File: src/rtl/cbd_poly_writer_if.sv
// Sampler-to-polynomial-store bundle: coefficient group input, read port and status.
// master drives groups and read requests; slave is the polynomial store.
interface cbd_poly_writer_if #(
  parameter int CW    = 12,
  parameter int LANES = 4,
  parameter int AW    = 8,
  parameter int GW    = 6
);
  logic                  start;
  logic [LANES*CW-1:0]   coeff_in;
  logic                  coeff_valid;
  logic                  rd_en;
  logic [AW-1:0]         rd_addr;
  logic [CW-1:0]         rd_data;
  logic                  busy;
  logic                  poly_done;
  logic [GW-1:0]         group_cnt;
  logic                  range_err;
  logic                  overflow_err;

  modport master (
    output start, coeff_in, coeff_valid, rd_en, rd_addr,
    input  rd_data, busy, poly_done, group_cnt, range_err, overflow_err
  );

  modport slave (
    input  start, coeff_in, coeff_valid, rd_en, rd_addr,
    output rd_data, busy, poly_done, group_cnt, range_err, overflow_err
  );
endinterface

File: src/rtl/cbd_poly_writer.sv
// Stores one CBD polynomial, lanes mapped into [0,Q-1]; one group/cycle, 1-cycle read latency.
// No backpressure: groups arriving outside FILL are dropped and flagged in overflow_err.
module cbd_poly_writer #(
  parameter int N     = 256,
  parameter int LANES = 4,
  parameter int CW    = 12,
  parameter int Q     = 3329,
  parameter int ETA   = 3
) (
  input logic              clk,
  input logic              reset,
  cbd_poly_writer_if.slave bus
);
  localparam int WORDS = N / LANES;
  localparam int GW    = $clog2(WORDS);
  localparam int LW    = $clog2(LANES);
  localparam logic signed [CW-1:0] ETA_S = CW'(ETA);
  localparam logic [CW-1:0]        Q_C   = CW'(Q);
  localparam logic [GW-1:0]        LAST  = GW'(WORDS - 1);

  typedef enum logic [1:0] {IDLE, FILL, FULL} state_t;

  state_t                   state;
  logic [LANES-1:0][CW-1:0] mem [WORDS];
  logic [LANES-1:0][CW-1:0] lanes_in;
  logic [LANES-1:0][CW-1:0] mapped;
  logic                     lane_bad;
  logic                     wr;
  logic signed [CW-1:0]     v;
  logic [GW-1:0]            cnt;
  logic [CW-1:0]            rd_q;
  logic                     busy_q, done_q, rerr_q, oerr_q;

  assign lanes_in         = bus.coeff_in;
  assign wr               = (state == FILL) && bus.coeff_valid && !bus.start;
  assign bus.group_cnt    = cnt;
  assign bus.rd_data      = rd_q;
  assign bus.busy         = busy_q;
  assign bus.poly_done    = done_q;
  assign bus.range_err    = rerr_q;
  assign bus.overflow_err = oerr_q;

  // Negative lanes wrap by adding Q modulo 2^CW; out-of-range lanes are still stored.
  always_comb begin
    mapped   = '0;
    lane_bad = 1'b0;
    v        = '0;
    for (int k = 0; k < LANES; k++) begin
      v         = lanes_in[k];
      mapped[k] = v[CW-1] ? (lanes_in[k] + Q_C) : lanes_in[k];
      if (v > ETA_S || v < -ETA_S) lane_bad = 1'b1;
    end
  end

  always_ff @(posedge clk) begin
    if (wr) mem[cnt] <= mapped;
  end

  always_ff @(posedge clk or posedge reset) begin
    if (reset) begin
      state  <= IDLE;
      cnt    <= '0;
      busy_q <= 1'b0;
      done_q <= 1'b0;
      rerr_q <= 1'b0;
      oerr_q <= 1'b0;
      rd_q   <= '0;
    end else begin
      if (bus.rd_en) rd_q <= mem[bus.rd_addr[LW +: GW]][bus.rd_addr[LW-1:0]];
      // start beats a coincident group in every state; that group is silently dropped.
      if (bus.start) begin
        state  <= FILL;
        cnt    <= '0;
        busy_q <= 1'b1;
        done_q <= 1'b0;
        rerr_q <= 1'b0;
        oerr_q <= 1'b0;
      end else if (bus.coeff_valid) begin
        if (state == FILL) begin
          cnt <= cnt + GW'(1);
          if (lane_bad) rerr_q <= 1'b1;
          if (cnt == LAST) begin
            state  <= FULL;
            busy_q <= 1'b0;
            done_q <= 1'b1;
          end
        end else begin
          oerr_q <= 1'b1;
        end
      end
    end
  end
endmodule

File: src/flat_wrapper.sv
// flat-port wrapper written by rule: the top's interface ports become plain ports
module cbd_poly_writer_flat 
#(
  parameter int N     = 256,
  parameter int LANES = 4,
  parameter int CW    = 12,
  parameter int Q     = 3329,
  parameter int ETA   = 3
)
  (clk, reset, bus_start, bus_coeff_in, bus_coeff_valid, bus_rd_en, bus_rd_addr, bus_rd_data, bus_busy, bus_poly_done, bus_group_cnt, bus_range_err, bus_overflow_err);
  cbd_poly_writer_if #(.CW(CW), .LANES(LANES)) bus_i ();
  input logic clk;
  input logic reset;
  input wire logic [$bits(bus_i.start)-1:0] bus_start;
  input wire logic [$bits(bus_i.coeff_in)-1:0] bus_coeff_in;
  input wire logic [$bits(bus_i.coeff_valid)-1:0] bus_coeff_valid;
  input wire logic [$bits(bus_i.rd_en)-1:0] bus_rd_en;
  input wire logic [$bits(bus_i.rd_addr)-1:0] bus_rd_addr;
  output wire logic [$bits(bus_i.rd_data)-1:0] bus_rd_data;
  output wire logic [$bits(bus_i.busy)-1:0] bus_busy;
  output wire logic [$bits(bus_i.poly_done)-1:0] bus_poly_done;
  output wire logic [$bits(bus_i.group_cnt)-1:0] bus_group_cnt;
  output wire logic [$bits(bus_i.range_err)-1:0] bus_range_err;
  output wire logic [$bits(bus_i.overflow_err)-1:0] bus_overflow_err;
  assign bus_i.start = bus_start;
  assign bus_i.coeff_in = bus_coeff_in;
  assign bus_i.coeff_valid = bus_coeff_valid;
  assign bus_i.rd_en = bus_rd_en;
  assign bus_i.rd_addr = bus_rd_addr;
  assign bus_rd_data = bus_i.rd_data;
  assign bus_busy = bus_i.busy;
  assign bus_poly_done = bus_i.poly_done;
  assign bus_group_cnt = bus_i.group_cnt;
  assign bus_range_err = bus_i.range_err;
  assign bus_overflow_err = bus_i.overflow_err;
  cbd_poly_writer #(.N(N), .LANES(LANES), .CW(CW), .Q(Q), .ETA(ETA)) u_core (.clk(clk), .reset(reset), .bus(bus_i));
endmodule
File: config.mk
export PLATFORM = sky130hd
export DESIGN_NAME = cbd_poly_writer_flat
export DESIGN_NICKNAME = d
export VERILOG_FILES = /design/src/rtl/cbd_poly_writer_if.sv /design/src/rtl/cbd_poly_writer.sv /design/src/flat_wrapper.sv
export SDC_FILE = /design/constraint.sdc
export NUM_CORES = 2
export LEC_CHECK = 0
export ABC_CLOCK_PERIOD_IN_PS = 4500
export CAP_MARGIN = 25
export CELL_PAD_IN_SITES_DETAIL_PLACEMENT = 2
export CELL_PAD_IN_SITES_GLOBAL_PLACEMENT = 2
export CORE_UTILIZATION = 45
export CTS_CLUSTER_DIAMETER = 150
export DETAILED_ROUTE_END_ITERATION = 10
export PLACE_DENSITY_LB_ADDON = 0.15
export SYNTH_ARGS = -nofsm -noshare
export SYNTH_HDL_FRONTEND = slang
export SYNTH_SLANG_ARGS = --single-unit
File: constraint.sdc
create_clock -name clk -period 4.5 [get_ports clk]
set_input_delay 0.45 -clock clk [delete_from_list [all_inputs] [get_ports clk]]
set_output_delay 0.45 -clock clk [all_outputs]
set_load 0.02 [all_outputs]
==> run summary <==
The flow ran to the end, and the final reports show no timing, DRC or antenna violations. In this run, synthesis inferred 3072 flip-flops with an integrated enable. The detail route stage leaves a number of antenna-violating nets equal to 0. The die is 519 um wide. Grouping stages by cell kind, the critical path spends the most delay in simple AND/OR/NAND/NOR gates. Using the TritonRoute via totals, the vias-per-cell ratio works out to 6.75. Before CTS, the worst setup slack after placement is 0.225 ns. The die covers 0.269 mm^2.

The logs give 1 for the hold buffer count at CTS and 0.120 mm^2 for the post-synthesis instance area. The design draws 63.4 mW. The capturing point of the worst reg2reg path is u_core.mem[19][32]$_DFFE_PP_. The tree built by TritonCTS fans out to 3094 sinks.

The floorplan has 189 rows. The count of input and output buffers is 82, and the power density over the cells is 455 mW/mm^2. The number of top-level pins is 83, and the final standard cell count with taps included and fillers excluded is 10.1k.

The clock passes through at most 4 buffers. Of all nets on the critical path, the largest fanout is 25. Core utilization of the finished layout: 52.4%.

The mean area per synthesized cell was 20.7 um^2; the effective utilization at floorplan was 45.3%. Derived from the worst setup path, the maximum achievable clock frequency is 284 MHz. The final non-filler cell area was 0.139 mm^2; the top cell type's share of synthesized area was 76.7%.

For the total number of nets in the final design, the log shows 6356. TritonCTS built the clock tree. Hold path startpoint: bus_coeff_valid. The proportion of register bits with asynchronous set or reset after synthesis is 0.711%, and the number of cells upsized or downsized after cts is 0. Across the run, the number of max-cap violations was 0. Walking the worst path, the cells encountered are buf_4 > nand3b_1 > buf_4 > o22ai_1 > nor3_1 > a311oi_1 > o21ai_1 > nor4_2 > a211o_1. Yosys printed 0 warnings. By startpoint and endpoint, the worst setup path is classified as in2reg. In the global route stage, met1 resource usage came out at 44.1%. The number of placed instances, taps included, is 9480. The final layout contains routed wiring with a total length of 460 mm. Summing all flip-flop and latch instances after layout gives 0.0928 mm^2. Counting both buffers and inverters, the worst setup path holds a total of 2.

Highest-delay cell along the critical path: sky130_fd_sc_hd__nor4_2. The sequential share of the synthesized area came out at 77.1%. The startpoint identified for the worst register-to-register timing path is u_core.bus.poly_done$_DFFE_PP0P_. Setup violations remaining at the end of the flow were counted as 0.

The tools report the placeable core region as 0.266 mm^2. Setup repair after global routing left no endpoint under its margin. The first global-routing pass estimated 614 mm of wire. Hold path endpoint: u_core.bus.overflow_err$_DFFE_PP0P_. Initial detailed-routing violation count: 9938. The part of the cycle the worst path needs works out to 78.3%. The worst ir drop on vdd came out at 0.344 mV. The logs give 0.0262 mm^2 for the area of combinational cells with multiple inputs and 0.974 ns for the final worst setup slack. Clock-pin slew was measured on the worst setup and hold paths at 0.08 ns. Among all flip-flop cells after synthesis, the most frequent one is sky130_fd_sc_hd__edfxtp_1. At the worst endpoint, the required time is 5.32 ns. In the routed design, unresolved DRC markers number 0. The pre-antenna-repair detailed-routing pass consisted of 8 iterations.

The clock arrives with 0.0640 ns of skew. The busiest layer in global routing is met2. The initial antenna violation count was 28; the half-perimeter wire length of the detailed placement result was 261 mm. The congestion estimate from routability-driven global placement came to 0.832. Summing over every cut layer, the via total after detailed routing is 68.1k. The worst reg-to-reg path cell count was 7. The dominant cell type by count on the critical path is sky130_fd_sc_hd__buf_4. After detailed placement, the total cell area comes to 0.129 mm^2. The post-synthesis net count came out at 5879.

At the later pin of the worst-skew pair, clock insertion delay measures 0.92 ns. The worst relative slew slack is 22.7%. Hold timing on the final database bottoms out at a slack of 0.221 ns.

Number of clock buffers inserted by TritonCTS: 333. After technology mapping, the gate count stands at 5809. Buffers added to address setup during post-CTS repair amount to 0. The floorplan step set the die height to 519 um. The final max-slew violation count is 0, and the largest net degree at the start of global routing is 65. In this run the static leakage power is 44.8 nW. The setup TNS after final layout came out at 0 ns. Relative to the synthesized area, the layout overhead comes to 15.7%. After filler insertion, the fill cell instance count of the layout stands at 22.6k. The tools report the worst path arrival time as 4.34 ns. The residual overflow from global routing is 0, and the count of distinct cell types in the synthesized netlist is 71. For this run, the total global-route usage over all layers was measured as 33.5%. The path class of the tightest hold or removal check is in2reg. The setup slack of the worst register-to-register path is 1.24 ns. Minimum clock period after layout: 3.53 ns.

The tools report the cell at the root of the clock tree as sky130_fd_sc_hd__clkbuf_16. The tools report the via count of the first global-routing pass as 71.6k. Cell accounting for the most synthesized area: sky130_fd_sc_hd__edfxtp_1. By area the synthesized netlist is led by sky130_fd_sc_hd__edfxtp_1, sky130_fd_sc_hd__mux4_2, sky130_fd_sc_hd__mux2i_1.

For this run, global-route usage on met3 was measured as 4.67%. The post-route netlist has 22.8% of its cells at a drive strength greater than 1. The worst hold path was traced through 3 stages. The element type at the critical path end was a flop.

The number of storage elements in the synthesis netlist works out to 3094. The nature of the critical path startpoint was a primary input. The slew at the pin closest to its max-slew limit works out to 1.15 ns. For met2 alone, demand over resource in global routing was 55.8%.

After detailed routing, the average wire length per cell comes to 45.6 um. The largest single stage delay on the critical path is 0.97 ns. The number of hold violations in the final report is 0.

The H-tree was split into 5 levels.
[routing by layer]
layer	routed length, um	vias to the layer above
met1	172000	37400
met2	226000	4386
met5	40	-
li1	-	25400
met4	23000	8
met3	38400	936
[cell usage in the layout, fill, tap and decap left out, types with 22 or more instances in the layout]
master,netlist,final
sky130_fd_sc_hd__o221ai_1,94,94
sky130_fd_sc_hd__a221oi_1,73,73
sky130_fd_sc_hd__buf_12,16,110
sky130_fd_sc_hd__clkinv_2,0,54
sky130_fd_sc_hd__clkbuf_16,0,340
sky130_fd_sc_hd__o21ai_1,30,30
sky130_fd_sc_hd__clkinv_1,1,66
sky130_fd_sc_hd__dfrtp_1,22,22
sky130_fd_sc_hd__a211oi_1,75,75
sky130_fd_sc_hd__nor3_1,24,22
sky130_fd_sc_hd__bufinv_16,0,26
sky130_fd_sc_hd__nor2_1,128,63
sky130_fd_sc_hd__mux4_2,483,483
sky130_fd_sc_hd__buf_4,46,278
sky130_fd_sc_hd__mux2i_1,597,597
sky130_fd_sc_hd__nor4_1,25,23
sky130_fd_sc_hd__o22ai_1,172,172
sky130_fd_sc_hd__clkdlybuf4s50_1,0,76
sky130_fd_sc_hd__nor2_4,0,64
sky130_fd_sc_hd__xnor2_2,0,28
sky130_fd_sc_hd__edfxtp_1,3072,3072
sky130_fd_sc_hd__clkbuf_1,113,73
sky130_fd_sc_hd__a21oi_1,95,95
sky130_fd_sc_hd__o21ai_0,77,72
sky130_fd_sc_hd__nand2_1,166,163
sky130_fd_sc_hd__a211o_1,33,33
[worst register-to-register path, stage by stage, from the launching register on]
cell	delay [ns]
sky130_fd_sc_hd__dfrtp_1	0.38
sky130_fd_sc_hd__inv_1	0.10
sky130_fd_sc_hd__nand3_1	0.20
sky130_fd_sc_hd__nor2_1	0.19
sky130_fd_sc_hd__and2_1	0.20
sky130_fd_sc_hd__nand2_1	0.51
sky130_fd_sc_hd__nor2_4	0.89
sky130_fd_sc_hd__buf_12	0.35
[cell type report]
type | count | area share, %
antenna | 19 | 0.0342
clock buffer | 419 | 6.37
clock inverter | 175 | 1.14
inverter | 18 | 0.0558
multi-input combinational | 2365 | 18.8
sequential | 3094 | 66.7
tap | 3533 | 3.18
timing repair buffer | 474 | 3.72
[power by group]
| part | switching (mW) | total (mW) | internal [mW] | leakage, nW |
|---|---|---|---|---|
| Combinational | 2.53 | 3.65 | 1.12 | 11.9 |
| Clock | 12.1 | 27.6 | 15.5 | 5.10 |
| Sequential | 0.0826 | 32.1 | 32.0 | 27.8 |
[Yosys cell counts (6+ instances only)]
cell / n
sky130_fd_sc_hd__a211o_1: 33
sky130_fd_sc_hd__mux4_2: 483
sky130_fd_sc_hd__o21ai_1: 30
sky130_fd_sc_hd__a22oi_1: 15
sky130_fd_sc_hd__a221oi_1: 73
sky130_fd_sc_hd__o22ai_1: 172
sky130_fd_sc_hd__a22o_1: 14
sky130_fd_sc_hd__or3_1: 14
sky130_fd_sc_hd__nand2_1: 166
sky130_fd_sc_hd__inv_1: 16
sky130_fd_sc_hd__nor4_1: 25
sky130_fd_sc_hd__or4_1: 7
sky130_fd_sc_hd__o41ai_1: 6
sky130_fd_sc_hd__ha_1: 9
sky130_fd_sc_hd__buf_8: 16
sky130_fd_sc_hd__o21a_1: 7
sky130_fd_sc_hd__dfrtp_1: 22
sky130_fd_sc_hd__nor2b_1: 10
sky130_fd_sc_hd__edfxtp_1: 3072
sky130_fd_sc_hd__xnor2_1: 31
sky130_fd_sc_hd__nand3_1: 21
sky130_fd_sc_hd__buf_1: 14
sky130_fd_sc_hd__mux2i_1: 597
sky130_fd_sc_hd__xor2_1: 14
sky130_fd_sc_hd__a31oi_1: 14
sky130_fd_sc_hd__buf_12: 16
sky130_fd_sc_hd__buf_6: 47
sky130_fd_sc_hd__o21ai_0: 77
sky130_fd_sc_hd__nor3_1: 24
sky130_fd_sc_hd__and3_1: 9
sky130_fd_sc_hd__and2_1: 6
sky130_fd_sc_hd__o221ai_1: 94
sky130_fd_sc_hd__a2111oi_0: 6
sky130_fd_sc_hd__buf_4: 46
sky130_fd_sc_hd__nor2_1: 128
sky130_fd_sc_hd__nand2b_1: 20
sky130_fd_sc_hd__a211oi_1: 75
sky130_fd_sc_hd__buf_2: 80
sky130_fd_sc_hd__o221ai_2: 6
sky130_fd_sc_hd__mux4_1: 8
sky130_fd_sc_hd__clkbuf_1: 113
sky130_fd_sc_hd__nand4_1: 20
sky130_fd_sc_hd__a21oi_1: 95
[how the worst max path moves through the flow]
| stage | from | endpoint | slack [ns] | depth (start not counted) |
|---|---|---|---|---|
| 3_5_place_dp | bus_rd_addr[4] | u_core.bus.rd_data[11]$_DFFE_PP0P_ | 0.23 | 9 |
| 5_1_grt | bus_rd_addr[4] | u_core.bus.rd_data[11]$_DFFE_PP0P_ | 1.05 | 9 |
| 6_report | bus_rd_addr[4] | u_core.bus.rd_data[11]$_DFFE_PP0P_ | 0.97 | 9 |
| 4_1_cts | bus_rd_addr[4] | u_core.bus.rd_data[11]$_DFFE_PP0P_ | 1.09 | 9 |
| 3_3_place_gp | bus_rd_addr[4] | u_core.bus.rd_data[11]$_DFFE_PP0P_ | -0.12 | 9 |
| 2_1_floorplan | bus_coeff_in[3] | u_core.mem[0][11]$_DFFE_PP_ | 0.31 | 5 |
[kinds of logic after synthesis]
logic type	after synthesis	share of synthesized area [%]
AO/OA/AOI/OAI	746	4.37
XOR/XNOR	45	0.328
multiplexers	1093	14.2
AND/OR/NAND/NOR	472	1.85
adder cells (fa/ha/maj)	9	0.0936
buffers and inverters	350	1.98
flip-flops	3094	77.1
[sequential cells by signal, summed over array words and instances, names as in the netlist]
register,count
u_core.bus.poly_done,1
u_core.state,1
u_core.mem,3072
u_core.bus.overflow_err,1
u_core.bus.group_cnt,6
u_core.bus.rd_data,12
u_core.bus.range_err,1
Power figures use the tool's default switching activity.
